$ cat src/rtl/rf_pkg.sv
// Shared constants and types for the register-file write-port arbiter.
package rf_pkg;

   localparam int NUM_REQ  = 4;
   localparam int NUM_REGS = 16;
   localparam int ADDR_W   = $clog2(NUM_REGS);
   localparam int DATA_W   = 32;

   localparam logic [ADDR_W-1:0] ZERO_REG = '0;

   // Writeback requester indices, in round-robin order.
   typedef enum logic [1:0] {
      REQ_ALU  = 2'd0,
      REQ_MD   = 2'd1,
      REQ_LD   = 2'd2,
      REQ_LINK = 2'd3
   } req_id_e;

endpackage

$ cat src/rtl/rf_write_port_arbiter_if.sv
// Requester handshake and register-file write bus of the write-port arbiter.
interface rf_write_port_arbiter_if;
   import rf_pkg::*;

   logic [NUM_REQ-1:0]        req_valid;
   logic [NUM_REQ*ADDR_W-1:0] req_addr;
   logic [NUM_REQ*DATA_W-1:0] req_data;
   logic [NUM_REQ-1:0]        req_ready;
   logic                      flush;
   logic                      wr_en;
   logic [ADDR_W-1:0]         wr_sel;
   logic [DATA_W-1:0]         wr_data;
   logic [NUM_REQ-1:0]        grant;
   logic                      busy;

   // Requester / pipeline side
   modport master (
      output req_valid, req_addr, req_data, flush,
      input  req_ready, wr_en, wr_sel, wr_data, grant, busy
   );

   // Arbiter side
   modport slave (
      input  req_valid, req_addr, req_data, flush,
      output req_ready, wr_en, wr_sel, wr_data, grant, busy
   );

endinterface

$ cat src/rtl/rr_pick4.sv
// Combinational 4-way round-robin picker: first set request at or above ptr_i, wrapping.
module rr_pick4 (
   input  logic [3:0] req_i,
   input  logic [1:0] ptr_i,
   output logic [3:0] gnt_o,
   output logic [1:0] idx_o
);

   logic [1:0] cand;
   logic       found;

   // Scan ptr_i, ptr_i+1, ... mod 4 and take the first requesting slot.
   always_comb begin
      gnt_o = '0;
      idx_o = '0;
      found = 1'b0;
      cand  = '0;
      for (int k = 0; k < 4; k++) begin
         cand = ptr_i + 2'(k);
         if (!found && req_i[cand]) begin
            found        = 1'b1;
            idx_o        = cand;
            gnt_o[cand]  = 1'b1;
         end
      end
   end

endmodule

$ cat src/rtl/rf_write_port_arbiter.sv
// Four one-entry writeback slots drained round-robin onto the single register-file write port.
module rf_write_port_arbiter
   import rf_pkg::*;
(
   input  logic                  clock,
   input  logic                  reset,
   rf_write_port_arbiter_if.slave bus
);

   logic [NUM_REQ-1:0] slot_full_q, slot_full_d;
   logic [ADDR_W-1:0]  slot_addr_q [NUM_REQ];
   logic [ADDR_W-1:0]  slot_addr_d [NUM_REQ];
   logic [DATA_W-1:0]  slot_data_q [NUM_REQ];
   logic [DATA_W-1:0]  slot_data_d [NUM_REQ];
   logic [1:0]         rr_ptr_q, rr_ptr_d;
   logic               wr_en_q, wr_en_d;
   logic [ADDR_W-1:0]  wr_sel_q, wr_sel_d;
   logic [DATA_W-1:0]  wr_data_q, wr_data_d;
   logic [NUM_REQ-1:0] grant_q, grant_d;

   logic [NUM_REQ-1:0] win_gnt;
   logic [1:0]         win_idx;
   logic [ADDR_W-1:0]  in_addr;

   rr_pick4 u_pick (
      .req_i (slot_full_q),
      .ptr_i (rr_ptr_q),
      .gnt_o (win_gnt),
      .idx_o (win_idx)
   );

   // Ready depends on slot state and flush only, never on req_valid.
   always_comb begin
      bus.req_ready = ~slot_full_q & {NUM_REQ{~bus.flush}};
   end

   // Next state: grant one full slot per cycle, then accept new requests into empty slots.
   always_comb begin
      slot_full_d = slot_full_q;
      slot_addr_d = slot_addr_q;
      slot_data_d = slot_data_q;
      rr_ptr_d    = rr_ptr_q;
      wr_en_d     = 1'b0;
      grant_d     = '0;
      wr_sel_d    = wr_sel_q;
      wr_data_d   = wr_data_q;
      in_addr     = '0;
      if (bus.flush) begin
         slot_full_d = '0;
      end else begin
         if (|slot_full_q) begin
            wr_en_d              = 1'b1;
            wr_sel_d             = slot_addr_q[win_idx];
            wr_data_d            = slot_data_q[win_idx];
            grant_d              = win_gnt;
            slot_full_d[win_idx] = 1'b0;
            rr_ptr_d             = win_idx + 2'd1;
         end
         // A slot being granted has ready low, so grant and refill never collide.
         for (int i = 0; i < NUM_REQ; i++) begin
            in_addr = bus.req_addr[i*ADDR_W +: ADDR_W];
            if (bus.req_valid[i] && bus.req_ready[i] && in_addr != ZERO_REG) begin
               slot_full_d[i] = 1'b1;
               slot_addr_d[i] = in_addr;
               slot_data_d[i] = bus.req_data[i*DATA_W +: DATA_W];
            end
         end
      end
   end

   // Control and output registers; async reset drops any pending write at once.
   always_ff @(posedge clock or posedge reset) begin
      if (reset) begin
         slot_full_q <= '0;
         rr_ptr_q    <= '0;
         wr_en_q     <= 1'b0;
         wr_sel_q    <= '0;
         wr_data_q   <= '0;
         grant_q     <= '0;
      end else begin
         slot_full_q <= slot_full_d;
         rr_ptr_q    <= rr_ptr_d;
         wr_en_q     <= wr_en_d;
         wr_sel_q    <= wr_sel_d;
         wr_data_q   <= wr_data_d;
         grant_q     <= grant_d;
      end
   end

   // Slot payload is qualified by slot_full_q and needs no reset.
   always_ff @(posedge clock) begin
      slot_addr_q <= slot_addr_d;
      slot_data_q <= slot_data_d;
   end

   // Drive the write bus from registered state.
   always_comb begin
      bus.wr_en   = wr_en_q;
      bus.wr_sel  = wr_sel_q;
      bus.wr_data = wr_data_q;
      bus.grant   = grant_q;
      bus.busy    = |slot_full_q;
   end

endmodule

$ cat src/flat_wrapper.sv
// flat-port wrapper written by rule: the top's interface ports become plain ports
module rf_write_port_arbiter_flat import rf_pkg::*;
  (clock, reset, bus_req_valid, bus_req_addr, bus_req_data, bus_flush, bus_req_ready, bus_wr_en, bus_wr_sel, bus_wr_data, bus_grant, bus_busy);
  rf_write_port_arbiter_if bus_i ();
  input  logic clock;
  input  logic reset;
  input wire logic [$bits(bus_i.req_valid)-1:0] bus_req_valid;
  input wire logic [$bits(bus_i.req_addr)-1:0] bus_req_addr;
  input wire logic [$bits(bus_i.req_data)-1:0] bus_req_data;
  input wire logic [$bits(bus_i.flush)-1:0] bus_flush;
  output wire logic [$bits(bus_i.req_ready)-1:0] bus_req_ready;
  output wire logic [$bits(bus_i.wr_en)-1:0] bus_wr_en;
  output wire logic [$bits(bus_i.wr_sel)-1:0] bus_wr_sel;
  output wire logic [$bits(bus_i.wr_data)-1:0] bus_wr_data;
  output wire logic [$bits(bus_i.grant)-1:0] bus_grant;
  output wire logic [$bits(bus_i.busy)-1:0] bus_busy;
  assign bus_i.req_valid = bus_req_valid;
  assign bus_i.req_addr = bus_req_addr;
  assign bus_i.req_data = bus_req_data;
  assign bus_i.flush = bus_flush;
  assign bus_req_ready = bus_i.req_ready;
  assign bus_wr_en = bus_i.wr_en;
  assign bus_wr_sel = bus_i.wr_sel;
  assign bus_wr_data = bus_i.wr_data;
  assign bus_grant = bus_i.grant;
  assign bus_busy = bus_i.busy;
  rf_write_port_arbiter u_core (.clock(clock), .reset(reset), .bus(bus_i));
endmodule
$ cat config.mk
export PLATFORM = sky130hd
export DESIGN_NAME = rf_write_port_arbiter_flat
export DESIGN_NICKNAME = d
export VERILOG_FILES = /design/src/rtl/rf_pkg.sv /design/src/rtl/rf_write_port_arbiter_if.sv /design/src/rtl/rr_pick4.sv /design/src/rtl/rf_write_port_arbiter.sv /design/src/flat_wrapper.sv
export SDC_FILE = /design/constraint.sdc
export NUM_CORES = 1
export LEC_CHECK = 0
export CORE_MARGIN = 1
export CORE_UTILIZATION = 45
export CTS_BUF_LIST = sky130_fd_sc_hd__clkbuf_16
export CTS_CLUSTER_SIZE = 30
export DETAILED_ROUTE_END_ITERATION = 7
export HOLD_SLACK_MARGIN = 0.06
export PLACE_DENSITY = 0.72
export SYNTH_ARGS = -nofsm -noshare
export SYNTH_HDL_FRONTEND = slang
export SYNTH_SLANG_ARGS = --single-unit
$ cat constraint.sdc
create_clock -name clock -period 11.95 [get_ports clock]
set_input_delay 1.7925 -clock clock [delete_from_list [all_inputs] [get_ports clock]]
set_output_delay 1.7925 -clock clock [all_outputs]
set_load 0.05 [all_outputs]
==> results of run 1 <==
==> cell families after synthesis <==
logic type	count (synthesis)	share of synthesized area
flops	191	0.615
simple gates	123	0.0731
mux	43	0.0510
buf+inv	121	0.0573
compound gates	213	0.187
fa+ha+maj	12	0.0168
==> power breakdown <==
group	switching, mW	leakage, nW	internal [mW]
Sequential	0.145	1.87	0.850
Clock	0.274	0.290	0.299
Combinational	1.19	1.97	0.628
==> cells in the final DEF (no fill, tap or decap), drive strengths merged, types with 3 or more instances in the layout <==
cell type	n
nand4	35
nand3	40
o41ai	36
buf	10
mux2i	40
a31oi	35
inv	53
clkbuf	17
o21ai	10
clkinv	5
ha	12
a21o	3
o32ai	36
a21oi	8
dfrtp	47
nand2	15
nor3	3
nor4	5
nand2b	3
clkdlybuf4s50	196
edfxtp	144
o311ai	35
a22oi	35
nor2	18
a221o	6
==> worst paths after layout <==
check	end	slack [ps]
max in group asynchronous	u_core.rr_ptr_q[0]$_DFFE_PP0P_	9530
min in group asynchronous	u_core.bus.wr_data[16]$_DFFE_PP0P_	1880
worst min register to register	u_core.bus.wr_data[9]$_DFFE_PP0P_	510
worst max-delay path	bus_req_ready[0]	6820
worst min-delay path	u_core.bus.wr_data[9]$_DFFE_PP0P_	510
worst max register to register	u_core.bus.wr_data[7]$_DFFE_PP0P_	7120
==> layer usage <==
| layer | track usage | routed length (um) |
|---|---|---|
| met1 | 0.323 | 10100 |
| met2 | 0.383 | 11400 |
| met3 | 0.0513 | 1980 |
| met4 | 0.105 | 594 |
| met5 | 0 | 13 |
==> cell usage after synthesis, types with 15 or more instances <==
library cell,count,share of area
sky130_fd_sc_hd__edfxtp_1,144,0.48
sky130_fd_sc_hd__clkbuf_1,51,0.021
sky130_fd_sc_hd__dfrtp_1,47,0.13
sky130_fd_sc_hd__inv_1,42,0.018
sky130_fd_sc_hd__o311ai_0,35,0.034
sky130_fd_sc_hd__a31oi_1,35,0.024
sky130_fd_sc_hd__a22oi_1,35,0.029
sky130_fd_sc_hd__nor2_1,17,0.0071
sky130_fd_sc_hd__o32ai_1,36,0.035
sky130_fd_sc_hd__nand2_1,15,0.0063
sky130_fd_sc_hd__mux2i_1,40,0.045
sky130_fd_sc_hd__nand3_1,40,0.022
sky130_fd_sc_hd__o41ai_1,36,0.035
sky130_fd_sc_hd__nand4_1,35,0.024
==> layout make-up <==
type	instances	share of cell area
inverter	45	0.0145
timing repair buffer	206	0.175
tap	265	0.0285
multi-input combinational	391	0.258
antenna	1	0.000215
clock buffer	17	0.0365
sequential	191	0.473
clock inverter	15	0.0149
==> state kept, by name (all words and copies together), names as in the netlist <==
| register | cells |
|---|---|
| u_core.bus.wr_en | 1 |
| u_core.slot_full_q | 4 |
| u_core.bus.grant | 4 |
| u_core.bus.wr_sel | 4 |
| u_core.slot_addr_q | 16 |
| u_core.rr_ptr_q | 2 |
| u_core.slot_data_q | 128 |
| u_core.bus.wr_data | 32 |
==> worst min-delay path, cell delays in order, from the launching register on <==
cell	delay, ps
sky130_fd_sc_hd__dfrtp_1	360
sky130_fd_sc_hd__nand2_1	50
sky130_fd_sc_hd__o31ai_1	60
==> per-stage QoR <==
step           power [mW]  hold WS [ps]  setup WS, ps  instances  area, sq um
6_report             3.39           506          6820       1131        11600
5_1_grt              3.58           546          6680       1130        11600
4_1_cts              3.39           518          6810       1130        11600
3_5_place_dp         2.82           502          6770       1098        11000
3_3_place_gp         2.79           495          6810       1098        11000
2_1_floorplan        2.33           537          7160        703         8950
==> run summary, run 1 <==
### Run status
- **run status** complete, no violations

### Die
- **Die Height** 143 um
- **number of standard-cell rows in the floorplan** 51
- **I/O pins** 197
- **Initial Util** 0.460
- **die width** 143 um
- **Core Box Area** 19500 sq um
- **die area** 20500 sq um

### Synth
- **Seq/Total Area, Yosys** 0.615
- **unique cell type count in the Yosys netlist** 46
- **per-instance average area after synthesis** 12.7 sq um
- **predominant post-synthesis flop cell** sky130_fd_sc_hd__edfxtp_1
- **Mapped Nets** 866
- **Async SR Flop Fraction** 0.246
- **cell area after synthesis** 8950 sq um
- **Gate Count Post-Synth** 703
- **Yosys warning count** 0
- **number of flops mapped to enable cells by yosys** 144
- **number of storage elements in the synthesis netlist** 191

### Clock network
- **Clk pin slew, worst setup/hold paths** 70 ps
- **number of sinks on the clock net** 191
- **Clock Root Buffer** sky130_fd_sc_hd__clkbuf_16
- **clock tree buffer depth** 2
- **number of setup buffers added after CTS** 0
- **Clk Latency, worst-skew pair** 440 ps
- **hold_buf cts** 0
- **number of CTS-inserted buffers** 17
- **Post-CTS Resized** 0
- **CTS H-tree lvls** 4
- **CTS tree** built

### Setup path
- **standard cell with the maximum stage delay on the critical path** sky130_fd_sc_hd__clkdlybuf4s50_1
- **worst reg-to-reg path cell count** 9
- **maximum fanout encountered on the critical timing path** 9
- **reg-to-reg startpoint** u_core.rr_ptr_q[0]$_DFFE_PP0P_
- **kind of start point of the critical path** input pin
- **startpoint of the worst setup timing path** bus_flush
- **required arrival time at the worst endpoint** 10160 ps
- **start-to-end type of the worst setup path** input pin to output pin
- **Levels on crit path** 3
- **data arrival at the endpoint of the critical path** 3340 ps
- **CP Buf/Inv Count** 2
- **Max stage delay on crit path** 820 ps
- **cell with the most instances on the worst path** sky130_fd_sc_hd__clkdlybuf4s50_1
- **worst path cell trace** clkdlybuf4s50_1 > nor2_1 > clkdlybuf4s50_1
- **endpoint type of the worst setup path** output pin
- **Worst path top cell family by delay** buffers and inverters

### Finish
- **Core Util, Final** 0.599
- **filler cell count in the final layout** 1521
- **Multi-input gate area** 3010 sq um
- **area taken by flip-flops and latches** 5500 sq um
- **signed area change from the synthesized netlist to the final layout** 30.2%
- **fraction of layout cells with a size suffix above 1** 0.0728
- **net count of the finished layout** 1015

### Route
- **number of DRC violations after detailed routing** 0
- **total vias in the final route** 6943
- **routed wirelength normalized by instance count** 21.2 um
- **remaining number of nets flagged by the antenna check after routing** 0
- **DRT Pass-1 Iters** 6
- **overall routed net length** 24.0 mm
- **Vias/cell** 6.14
- **initial detailed-routing violation count** 773

### Global routing
- **gr usage total** 0.243
- **largest net degree at the start of global routing** 91
- **gr ovfl total** 0
- **number of antenna violations at the first check in global routing** 1
- **wire length of the first global-routing pass** 37.1 mm
- **vias in the first global route** 6735

### STA
- **Slew headroom** 0.188
- **Final Hold Vio Count** 0
- **post-route clock skew** 8.27 ps
- **total negative slack for setup checks** 0 ps
- **fin crit share** 0.430
- **setup repair after global routing missed its margin** false
- **maximum operating frequency** 0.195 GHz
- **number of max-slew violations in the final report** 0
- **slew at the pin with the worst max-slew slack** 1220 ps
- **total of endpoints with negative setup slack in the final report** 0
- **final critical-path required period** 5130 ps

### Place
- **DP Wirelength** 14.1 mm
- **global placement routability congestion** 0.756
- **count of port buffers added during placement** 196

### Worst hold path
- **start point of the worst hold path** u_core.bus.wr_data[9]$_DFFE_PP0P_
- **worst hold-check path type** register to register
- **cell depth of the worst min-delay path** 2

### Power and ir drop
- **total power density per cell area** 291 nW/um^2
- **peak supply drop** 0.000244 V
- **leakage power summed over all cells** 4.13 nW

### Run
- **count of maximum capacitance violations** 0

(Power assumes the default switching activity.)
==> run 2: changes to the inputs <==
==> constraint.sdc (replaced) <==
create_clock -name clock -period 5.2 [get_ports clock]
set_input_delay 0.78 -clock clock [delete_from_list [all_inputs] [get_ports clock]]
set_output_delay 0.78 -clock clock [all_outputs]
set_load 0.05 [all_outputs]
==> run 2 against run 1 <==
Effect of this change:
- cell count unchanged
- flip-flop and latch count unchanged
- largest power group unchanged
- register-to-register slack worse by 5900 ps
- total power up 130%
- final area up 0.57%
- critical path depth up 5
- die area unchanged
- first-iteration DRC count down 7.1%
- clock power up 150%
- sequential share of layout area down 0.27 points
- non-clock buffer count up 1
- largest cell class unchanged
- highest routed layer is now met4
- wire length up 0.88%
==> run summary, run 2 (same netlist as run 1, synthesis figures left out) <==
### Clock network
- **clock tree buffer depth** 2, unchanged
- **Clk pin slew, worst setup/hold paths** 70 ps, about the same
- **Post-CTS Resized** 0, unchanged
- **number of CTS-inserted buffers** 17, unchanged
- **number of setup buffers added after CTS** 0, unchanged
- **hold_buf cts** 0, unchanged
- **CTS H-tree lvls** 4, unchanged
- **Clk Latency, worst-skew pair** 440 ps, about the same
- **number of sinks on the clock net** 191, unchanged
- **CTS tree** built
- **Clock Root Buffer** sky130_fd_sc_hd__clkbuf_16

### Setup path
- **kind of start point of the critical path** register
- **endpoint of the lowest-slack register-to-register path** u_core.bus.wr_data[23]$_DFFE_PP0P_
- **required arrival time at the worst endpoint** 5460 ps, -4700 ps
- **reg-to-reg startpoint** u_core.rr_ptr_q[0]$_DFFE_PP0P_
- **start-to-end type of the worst setup path** register to register
- **slack of the worst reg-to-reg path** 1220 ps, -5900 ps
- **worst reg-to-reg path cell count** 8, -1
- **endpoint type of the worst setup path** register
- **data arrival at the endpoint of the critical path** 4240 ps, +900 ps
- **maximum fanout encountered on the critical timing path** 90, +81

### Die
- **die area** 20500 sq um, unchanged
- **Initial Util** 0.460, unchanged
- **die width** 143 um, unchanged
- **Core Box Area** 19500 sq um, unchanged
- **Die Height** 143 um, unchanged
- **number of standard-cell rows in the floorplan** 51, unchanged
- **I/O pins** 197, unchanged

### Route
- **Vias/cell** 6.18, +0.75%
- **overall routed net length** 24.2 mm, +0.88%
- **total vias in the final route** 6995, +0.75%
- **remaining number of nets flagged by the antenna check after routing** 0, unchanged
- **routed wirelength normalized by instance count** 21.4 um, +0.88%
- **initial detailed-routing violation count** 718, -7.1%
- **number of DRC violations after detailed routing** 0, unchanged
- **DRT Pass-1 Iters** 7, +1

### STA
- **final critical-path required period** 3980 ps
- **maximum operating frequency** 0.251 GHz
- **post-route clock skew** 9.55 ps, +1.28 ps
- **smallest hold slack** 525 ps, +19.2 ps
- **Slew headroom** 0.196, +0.00803
- **slew at the pin with the worst max-slew slack** 1200 ps, -12.2 ps
- **total of endpoints with negative setup slack in the final report** 0, unchanged
- **setup repair after global routing missed its margin** false
- **number of max-slew violations in the final report** 0, unchanged
- **fin crit share** 0.766
- **total negative slack for setup checks** 0 ps, unchanged
- **Final Hold Vio Count** 0, unchanged

### Run
- **count of maximum capacitance violations** 0, unchanged

### Global routing
- **gr usage total** 0.245, +0.00215
- **wire length of the first global-routing pass** 37.5 mm, +1.1%
- **vias in the first global route** 6851, +1.7%
- **largest net degree at the start of global routing** 91, unchanged
- **number of antenna violations at the first check in global routing** 0, -1
- **gr ovfl total** 0, unchanged

### Finish
- **number of flip-flops under the largest register name** 128, unchanged
- **net count of the finished layout** 1016, +0.099%
- **fraction of layout cells with a size suffix above 1** 0.0739, +0.00107
- **most frequent cells in the layout** sky130_fd_sc_hd__clkdlybuf4s50_1 (196), sky130_fd_sc_hd__edfxtp_1 (144), sky130_fd_sc_hd__dfrtp_1 (46)
- **most common cell after layout, fill and taps aside** sky130_fd_sc_hd__clkdlybuf4s50_1
- **register name with the most flops** u_core.slot_data_q
- **signed area change from the synthesized netlist to the final layout** 30.9%
- **count of antenna diodes in the layout** 0, -1

### Power and ir drop
- **peak supply drop** 0.000585 V, +140%
- **total power density per cell area** 676 nW/um^2, +130%
- **leakage power summed over all cells** 4.16 nW, +0.81%

### Place
- **count of port buffers added during placement** 196, unchanged
- **DP Wirelength** 14.7 mm, +4.5%
- **global placement routability congestion** 0.796, +5.3%

### Run status
- **run status** complete, no violations

### Worst hold path
- **cell depth of the worst min-delay path** 2, unchanged
- **worst hold-check path type** register to register
- **start point of the worst hold path** u_core.bus.wr_data[9]$_DFFE_PP0P_
- **destination of the worst hold path** u_core.bus.wr_data[9]$_DFFE_PP0P_

[run 2: worst max-delay path by stage]
stage / slack (ps) / endpoint / from / cells after the start
finish: 1220 / u_core.bus.wr_data[23]$_DFFE_PP0P_ / u_core.rr_ptr_q[0]$_DFFE_PP0P_ / 8
global route: 1040 / u_core.bus.wr_data[8]$_DFFE_PP0P_ / u_core.rr_ptr_q[0]$_DFFE_PP0P_ / 8
CTS: 1310 / u_core.bus.wr_data[23]$_DFFE_PP0P_ / u_core.rr_ptr_q[0]$_DFFE_PP0P_ / 8
detailed placement: 1310 / u_core.bus.wr_data[23]$_DFFE_PP0P_ / u_core.rr_ptr_q[0]$_DFFE_PP0P_ / 8
global placement: 1470 / u_core.bus.wr_data[20]$_DFFE_PP0P_ / u_core.rr_ptr_q[0]$_DFFE_PP0P_ / 8
floorplan: 1420 / u_core.slot_addr_q[12]$_DFFE_PP_ / bus_flush / 4
[run 2: metal layers]
layer | global-route usage | part of all wire | vias up
li1 | - | - | 3173
met1 | 0.319 | 0.42 | 3397
met2 | 0.387 | 0.47 | 387
met4 | 0.0928 | 0.025 | 0
met5 | 0 | 0 | -
met3 | 0.0704 | 0.088 | 38
[run 2: area by class of cell]
cell class                      count  area [sq um]
Fill cell                        1494          7750
Sequential cell                   191          5500
Multi-Input combinational cell    391          3010
Timing Repair Buffer              207          2060
Clock buffer                       17           425
Tap cell                          265           332
Clock inverter                     15           223
Inverter                           45           169
[run 2: critical path, cell delays in order, from the launching register on]
cell,delay [ps]
sky130_fd_sc_hd__dfrtp_4,1100
sky130_fd_sc_hd__inv_2,70
sky130_fd_sc_hd__ha_1,450
sky130_fd_sc_hd__inv_1,130
sky130_fd_sc_hd__o41ai_1,360
sky130_fd_sc_hd__a221o_1,220
sky130_fd_sc_hd__nand3_2,750
sky130_fd_sc_hd__o32ai_1,610
sky130_fd_sc_hd__a31oi_1,100
[run 2: through the flow]
stage	util	setup WS [ps]	power (mW)	instances	area [sq um]
CTS	0.602	1310	7.91	1131	11700
global route	0.602	1040	8.36	1131	11700
detailed placement	0.569	1310	6.50	1099	11100
finish	0.602	1220	7.92	1131	11700
floorplan	-	1420	5.35	703	8950
global placement	0.569	1470	6.44	1099	11100
[run 2: where the power goes]
part | switching, mW | leakage [nW] | internal, mW
Clock | 0.622 | 0.314 | 0.786
Combinational | 2.74 | 1.98 | 1.49
Sequential | 0.332 | 1.87 | 1.95
Total | 3.69 | 4.16 | 4.23
==> run 3: changes to the inputs <==
==> constraint.sdc (replaced) <==
create_clock -name clock -period 3.9 [get_ports clock]
set_input_delay 0.585 -clock clock [delete_from_list [all_inputs] [get_ports clock]]
set_output_delay 0.585 -clock clock [all_outputs]
set_load 0.05 [all_outputs]
==> run 3 against run 2 <==
Effect of this change:
- sequential power increased by 27%
- highest routed layer is now met5
- worst setup slack lost 430 ps
- critical endpoint is now u_core.bus.wr_data[24]$_DFFE_PP0P_
- flip-flop and latch count did not move
- wire length grew 1.2%
- clock power grew 25%
- non-clock buffer count up 9
- final area hardly changed
- sequential share of layout area barely moved
- largest power group unchanged
- clock skew rose by 2.8 ps
- count of clock-buffer cells in the layout is the same
==> run summary, run 3 (same netlist as run 1, synthesis figures left out) <==
### Run status
- **run status** complete, no violations

### STA
- **post-route clock skew** 12.4 ps, +2.81 ps
- **slew at the pin with the worst max-slew slack** 1280 ps, +78.9 ps
- **total of endpoints with negative setup slack in the final report** 0, unchanged
- **setup slack after layout** 784 ps, -434 ps
- **final critical-path required period** 3120 ps, -866 ps
- **number of max-slew violations in the final report** 0, unchanged
- **setup repair after global routing missed its margin** false
- **maximum operating frequency** 0.321 GHz, +28%
- **total negative slack for setup checks** 0 ps, unchanged
- **Slew headroom** 0.143, -0.0527
- **fin crit share** 0.799, +0.0333
- **Final Hold Vio Count** 0, unchanged

### Clock network
- **Clock Root Buffer** sky130_fd_sc_hd__clkbuf_16
- **Post-CTS Resized** 0, unchanged
- **hold_buf cts** 0, unchanged
- **Clk pin slew, worst setup/hold paths** 80 ps, about the same
- **Clk Latency, worst-skew pair** 450 ps, about the same
- **number of CTS-inserted buffers** 17, unchanged
- **number of setup buffers added after CTS** 0, unchanged
- **CTS tree** built
- **number of sinks on the clock net** 191, unchanged
- **CTS H-tree lvls** 4, unchanged
- **clock tree buffer depth** 2, unchanged

### Finish
- **count of antenna diodes in the layout** 0, unchanged
- **net count of the finished layout** 1025, +0.89%
- **signed area change from the synthesized netlist to the final layout** 31.0%, about the same
- **most common cell after layout, fill and taps aside** sky130_fd_sc_hd__clkdlybuf4s50_1
- **register name with the most flops** u_core.slot_data_q
- **fraction of layout cells with a size suffix above 1** 0.0846, +0.0107
- **most frequent cells in the layout** sky130_fd_sc_hd__clkdlybuf4s50_1 (196), sky130_fd_sc_hd__edfxtp_1 (144), sky130_fd_sc_hd__dfrtp_1 (46)
- **summed area of non-filler cells in the final layout** 11700 sq um, about the same
- **number of flip-flops under the largest register name** 128, unchanged

### Setup path
- **worst reg-to-reg path cell count** 8, unchanged
- **slack of the worst reg-to-reg path** 780 ps, -430 ps
- **data arrival at the endpoint of the critical path** 3420 ps, -820 ps
- **CP Buf/Inv Count** 4, +2
- **Max stage delay on crit path** 640 ps, -460 ps
- **endpoint type of the worst setup path** register
- **maximum fanout encountered on the critical timing path** 77, -14%
- **reg-to-reg startpoint** u_core.rr_ptr_q[0]$_DFFE_PP0P_
- **standard cell with the maximum stage delay on the critical path** sky130_fd_sc_hd__buf_4
- **worst path cell trace** inv_2 > buf_4 > o21ai_0 > a221o_1 > and2_1 > inv_2 > buf_4 > a31oi_1
- **start-to-end type of the worst setup path** register to register
- **required arrival time at the worst endpoint** 4200 ps, -1260 ps
- **endpoint of the lowest-slack register-to-register path** u_core.bus.wr_data[24]$_DFFE_PP0P_
- **Worst path top cell family by delay** buffers and inverters
- **kind of start point of the critical path** register

### Power and ir drop
- **peak supply drop** 0.000523 V, -11%
- **Internal Power** 5.56 mW, +31%
- **total power density per cell area** 896 nW/um^2, +33%
- **net load switching power** 4.95 mW, +34%
- **Clk pwr share** 0.167, -0.011
- **portion of total power attributed to sequential cells** 0.277, -0.012
- **Comb power frac** 0.556, +0.022
- **Final Total Pwr** 10.5 mW, +33%
- **switch share** 0.471, +0.00455
- **leakage power summed over all cells** 4.18 nW, +0.45%

### Worst hold path
- **worst hold-check path type** register to register
- **cell depth of the worst min-delay path** 2, unchanged
- **start point of the worst hold path** u_core.bus.wr_data[9]$_DFFE_PP0P_
- **destination of the worst hold path** u_core.bus.wr_data[9]$_DFFE_PP0P_

### Die
- **Die Height** 143 um, unchanged
- **Core Box Area** 19500 sq um, unchanged
- **I/O pins** 197, unchanged
- **die area** 20500 sq um, unchanged
- **number of standard-cell rows in the floorplan** 51, unchanged
- **Initial Util** 0.460, unchanged
- **die width** 143 um, unchanged

### Place
- **global placement routability congestion** 0.784, -1.6%
- **count of port buffers added during placement** 196, unchanged
- **DP Wirelength** 15.2 mm, +3.5%
- **dpl ws** 868 ps, -445 ps
- **placement-stage cell area** 11100 sq um, +0.50%

### Global routing
- **number of antenna violations at the first check in global routing** 1, +1
- **largest net degree at the start of global routing** 78, -14%
- **vias in the first global route** 6922, +1.0%
- **gr ovfl total** 0, unchanged
- **wire length of the first global-routing pass** 37.6 mm, +0.15%
- **gr usage total** 0.247, +0.00203

### Route
- **Vias/cell** 6.11, -1.1%
- **initial detailed-routing violation count** 797, +11%
- **number of DRC violations after detailed routing** 0, unchanged
- **overall routed net length** 24.5 mm, +1.2%
- **routed wirelength normalized by instance count** 21.5 um, +0.43%
- **total vias in the final route** 6971, -0.34%
- **remaining number of nets flagged by the antenna check after routing** 0, unchanged
- **DRT Pass-1 Iters** 6, -1

### Run
- **count of maximum capacitance violations** 0, unchanged

[run 3: stage by stage]
stage          utilization  hold slack (ps)  std cells
2_1_floorplan            -              537        703
3_3_place_gp         0.571              484       1108
3_5_place_dp         0.571              496       1108
4_1_cts              0.602              511       1140
5_1_grt              0.602              540       1140
6_report             0.602              499       1140
[run 3: routing by layer]
metal,GRT usage,share of wire,vias up,wire length [um]
met4,0.0821,0.018,2,442
met2,0.405,0.49,394,12000
met3,0.0607,0.087,39,2130
met1,0.320,0.40,3356,9920
met5,0,0.00037,-,9
li1,-,-,3180,-
[run 3: tightest hold or removal path: cells and delay by family (launching register included)]
family	cells	cell delay [ps]
AO/OA/AOI/OAI	1	60
flip-flops	1	360
AND/OR/NAND/NOR	1	60
[run 3: layout make-up]
type	count	area (sq um)
clock inverters	15	170
multi-input cells	391	3010
fillers	1511	7740
well taps	265	332
clock buffers	17	425
inverters	45	169
flip-flops and latches	191	5500
repair buffers	216	2110
[run 3: worst max path at each step]
stage,start,to,slack [ps],cells after the start
2_1_floorplan,u_core.rr_ptr_q[0]$_DFFE_PP0P_,u_core.slot_full_q[1]$_DFFE_PP0P_,140,17
3_3_place_gp,u_core.rr_ptr_q[0]$_DFFE_PP0P_,u_core.bus.wr_data[21]$_DFFE_PP0P_,920,8
3_5_place_dp,u_core.rr_ptr_q[0]$_DFFE_PP0P_,u_core.bus.wr_data[24]$_DFFE_PP0P_,870,8
4_1_cts,u_core.rr_ptr_q[0]$_DFFE_PP0P_,u_core.bus.wr_data[24]$_DFFE_PP0P_,840,8
5_1_grt,u_core.rr_ptr_q[0]$_DFFE_PP0P_,u_core.bus.wr_sel[2]$_DFFE_PP0P_,590,9
6_report,u_core.rr_ptr_q[0]$_DFFE_PP0P_,u_core.bus.wr_data[24]$_DFFE_PP0P_,780,8
[run 3: power by group through the flow]
stage	logic [mW]	registers [mW]	clock network [mW]
floorplan	3.64	3.50	0
global placement	5.69	2.93	0
detailed placement	5.78	2.94	0
CTS	5.81	2.91	1.78
global route	6.28	2.95	1.86
finish	5.84	2.91	1.76
==> RTL edit 1 (flow settings as in run 2) <==
Change the package constant `ZERO_REG` from '0 to 1.
--- a/src/rtl/rf_pkg.sv
+++ b/src/rtl/rf_pkg.sv
@@ -8,3 +8,3 @@
 
-   localparam logic [ADDR_W-1:0] ZERO_REG = '0;
+   localparam logic [ADDR_W-1:0] ZERO_REG = 1;
 
Function: changed (a bounded check fails within 4 cycles, from zero or initial values and one cycle with reset high).
==> RTL edit 1 against run 2 <==
Area after synthesis increased by 0.13%; via count increased by 1.2%; routed wire length increased by 2.8%; power decreased by 1.3%; cell area decreased by 0.33%; worst setup slack improved by 360 ps; sequential cell count unchanged; highest routed layer unchanged; fmax increased by 9.9%.
==> RTL edit 1: results (changes against run 2) <==
[routing]
first_pass_iters=5  ; was 7
drtIter0Drc=856  ; was 718

[finish]
final_nets=1019  ; was 1016
largest_reg_flops=128  ; unchanged
drive_gt1_share_pct=7.71  ; was 7.39%

[logic_synthesis]
syn-num-nets=866  ; unchanged
synth.distinct_cells=47  ; was 46
seq_area_frac_synth_pct=61.4  ; was 61.5%
netlist_top_cells_count=edfxtp_1 (144), clkbuf_1 (50), dfrtp_1 (47), inv_1 (42)  ; was edfxtp_1 (144), clkbuf_1 (51), dfrtp_1 (47), inv_1 (42)
yosys.area_share.adder_pct=1.68  ; about the same
synthTopCellsByArea=edfxtp_1 (48%), dfrtp_1 (13%), mux2i_1 (4.5%), o32ai_1 (3.5%), o41ai_1 (3.5%)  ; unchanged
synth-compound-area-share_pct=18.7  ; about the same

[placement]
gp_congestion=0.787  ; was 0.796
dp_hpwl_um=15000  ; was 14700 µm
dp_slack_ps=1590  ; was 1310 ps

[global_route]
grt_usage_pct=24.8  ; was 24.5%
first_global_vias=6779  ; was 6851
grt_pass1_wl_um=37900  ; was 37500 µm

[run_status]
status=finished clean  ; unchanged

[power_and_ir_drop]
power_leakage_nw=4.15  ; was 4.16 nW
worst_ir_drop_vdd_mv=0.636  ; was 0.585 mV

[setup_path]
cp_max_fo=47  ; was 90
arrival_ps=3890  ; was 4240 ps
slowest_stage=nor2_4  ; was dfrtp_4

[sta]
worst_pin_slew_ps=1030  ; was 1200 ps

RTL edit 1: cell count changes in the layout (fill, tap and decap cells not counted), sizes merged:
cell      change
clkinv        -2
buf           +3
inv           +3
clkinvlp      +2
nor4b         +4
bufinv        -3
nor4          -4
RTL edit 1: layer usage:
metal | GRT usage (%) | wire (µm)
met1 | 32.6 | 10200
met2 | 40.3 | 12300
met3 | 6.14 | 2010
met4 | 8.15 | 459
met5 | 0 | 0
RTL edit 1: metrics by stage:
| step | utilization, % | std cells | cell area, µm² | hold WS, ps | total power [mW] |
|---|---|---|---|---|---|
| 2_1_floorplan | - | 703 | 8960 | 537 | 5.36 |
| 3_3_place_gp | 57.0 | 1102 | 11100 | 530 | 6.45 |
| 3_5_place_dp | 57.0 | 1102 | 11100 | 528 | 6.53 |
| 4_1_cts | 60.0 | 1134 | 11700 | 544 | 7.82 |
| 5_1_grt | 60.0 | 1134 | 11700 | 592 | 8.26 |
| 6_report | 60.0 | 1134 | 11700 | 563 | 7.82 |
RTL edit 1: where the power goes:
| part | internal (mW) | total [mW] | switching (mW) |
|---|---|---|---|
| logic | 1.50 | 4.32 | 2.83 |
| clock network | 0.639 | 1.27 | 0.628 |
| registers | 1.96 | 2.22 | 0.268 |
| total | 4.09 | 7.82 | 3.72 |
RTL edit 1: area by class of cell:
class	count	area [µm²]
fillers	1530	7790
flip-flops and latches	191	5500
multi-input cells	391	3020
repair buffers	210	2080
clock buffers	17	425
well taps	265	332
inverters	45	169
clock inverters	15	151
RTL edit 1: logic make-up after synthesis:
group,Yosys count
fa+ha+maj,12
simple gates,123
mux,43
compound gates,213
buf+inv,121
flops,191
RTL edit 1: worst paths after layout:
check,slack [ps],end,start,cells after the start
max,1580,u_core.bus.wr_data[23],u_core.rr_ptr_q[0],8
min,560,u_core.bus.wr_data[9],u_core.bus.wr_data[9],2
max reg2reg,1580,u_core.bus.wr_data[23],u_core.rr_ptr_q[0],8
min reg2reg,560,u_core.bus.wr_data[9],u_core.bus.wr_data[9],2
max in group asynchronous,3780,u_core.rr_ptr_q[0],reset,3
min in group asynchronous,890,u_core.bus.wr_sel[0],reset,3
RTL edit 1: worst max-delay path: cells and delay by family, from the launching register on:
family	cells	cell delay, ps
multiplexers	3	840
AO/OA/AOI/OAI	2	180
AND/OR/NAND/NOR	1	790
buffers and inverters	2	810
flip-flops	1	780
==> RTL edit 2 (settings of run 2) <==
Without the edit above. Take the reset off `wr_data_q` and load it in a clocked block of its own.
--- a/src/rtl/rf_write_port_arbiter.sv
+++ b/src/rtl/rf_write_port_arbiter.sv
@@ -77,3 +77,2 @@
          wr_sel_q    <= '0;
-         wr_data_q   <= '0;
          grant_q     <= '0;
@@ -84,5 +83,8 @@
          wr_sel_q    <= wr_sel_d;
-         wr_data_q   <= wr_data_d;
          grant_q     <= grant_d;
       end
+   end
+
+   always_ff @(posedge clock) begin
+      wr_data_q <= wr_data_d;
    end
Behaviour: differs if reset is asserted again (counterexample within 4 cycles, from zero or initial values and one cycle with reset high); with reset held inactive, the same outputs for 4 cycles.
==> RTL edit 2 against run 2 <==
Via count fell by 34%; sequential cell count did not move; routed wire length fell by 29%; worst setup slack improved by 110 ps; area after synthesis fell by 12%; non-clock buffer count fell by 4; clock skew rose by 1.5 ps; fmax rose by 2.8%; power fell by 8.2%; critical path type unchanged; synthesized cell count fell by 36%; sequential share of layout area rose by 6.7 points; cell area fell by 10%.
==> RTL edit 2: results (changes against run 2) <==
[finish]
clkCellAreaFrac_pct=5.73  ; was 5.53%
multi_input_area_share_pct=18.4  ; was 25.7%
final_nets=812  ; was 1016
drive_gt1_share_pct=8.61  ; was 7.39%
final-nonclk-buf-share_pct=19.1  ; was 17.6%

[clock_network]
clkLatencyLatePin_ps=420  ; was 440 ps

[setup_path]
r2r-end=u_core.bus.wr_data[17]  ; was u_core.bus.wr_data[23]
cp_max_fo=44  ; was 90
cpPeakStageDelay_ps=910  ; was 1100 ps
slowest_stage=dfrtp_1  ; was dfrtp_4

[global_route]
first_global_vias=4808  ; was 6851
grtUsageMet2_pct=34.2  ; was 38.7%
grtUsageMet3_pct=4.42  ; was 7.04%
grt.met1_usage_pct=23.9  ; was 31.9%
grt_start_max_net_pins=45  ; was 91

[placement]
dp_hpwl_um=11700  ; was 14700 µm
dp_slack_ps=1350  ; was 1310 ps
gp_congestion=0.813  ; was 0.796
dp_cells=850  ; was 1099
place_area_um2=9940  ; was 11100 µm²

[hold_path]
hold_end=u_core.bus.wr_sel[0]  ; was u_core.bus.wr_data[9]

[logic_synthesis]
seq_area_frac_synth_pct=72.3  ; was 61.5%
syn_inst=451  ; was 703
synthTopCellsByArea=edfxtp_1 (67%), mux2i_1 (13%), dfrtp_1 (4.8%), ha_1 (1.9%), buf_12 (1.3%)  ; was edfxtp_1 (48%), dfrtp_1 (13%), mux2i_1 (4.5%), o32ai_1 (3.5%), o41ai_1 (3.5%)
async_reset_ff_share_pct=7.85  ; was 24.6%
netlist_top_cells_count=edfxtp_1 (176), mux2i_1 (99), nor2_1 (20), dfrtp_1 (15), nand2_1 (14)  ; was edfxtp_1 (144), clkbuf_1 (51), dfrtp_1 (47), inv_1 (42)

[sta]
holdWs_ps=491  ; was 525 ps
fin_worst_skew_ps=11.0  ; was 9.55 ps
layout_setup_ws_ps=1330  ; was 1220 ps

[power_and_ir_drop]
worst_ir_drop_vdd_mv=0.582  ; was 0.585 mV
pg_clk_mw=1.31  ; was 1.41 mW
internal-power_mw=4.34  ; was 4.23 mW
combPwrFrac_pct=50.2  ; was 53.4%
power_leakage_nw=4.02  ; was 4.16 nW

[routing]
routedWlPerCell_um=19.4  ; was 21.4 µm
drt-met1-wl_um=7000  ; was 10100 µm
first_pass_iters=5  ; was 7

[run_status]
status=finished clean  ; unchanged

[die]
die_x_um=134  ; was 143 µm

==> RTL edit 2: changes by cell type after synthesis, moves of 7 or more <==
cell and change:
a22oi_1 -31, a31oi_1 -35, buf_1 -8, buf_2 -7
clkbuf_1 -44, dfrtp_1 -32, edfxtp_1 +32, inv_1 -31
mux2i_1 +59, nand3_1 -27, nand4_1 -35, o311ai_0 -35
o32ai_1 -35, o41ai_1 -36
==> RTL edit 2: cells by family (layout without fill, tap and decap cells) <==
| group | after synthesis | in the layout | synth area share, % |
|---|---|---|---|
| DFF | 191 | 191 | 72.3 |
| muxes | 105 | 105 | 14.1 |
| and+or+nand+nor | 62 | 62 | 3.85 |
| AOI/OAI and AO/OA | 45 | 45 | 4.38 |
| buffers and inverters | 36 | 247 | 3.51 |
| adders and majority gates | 12 | 12 | 1.92 |
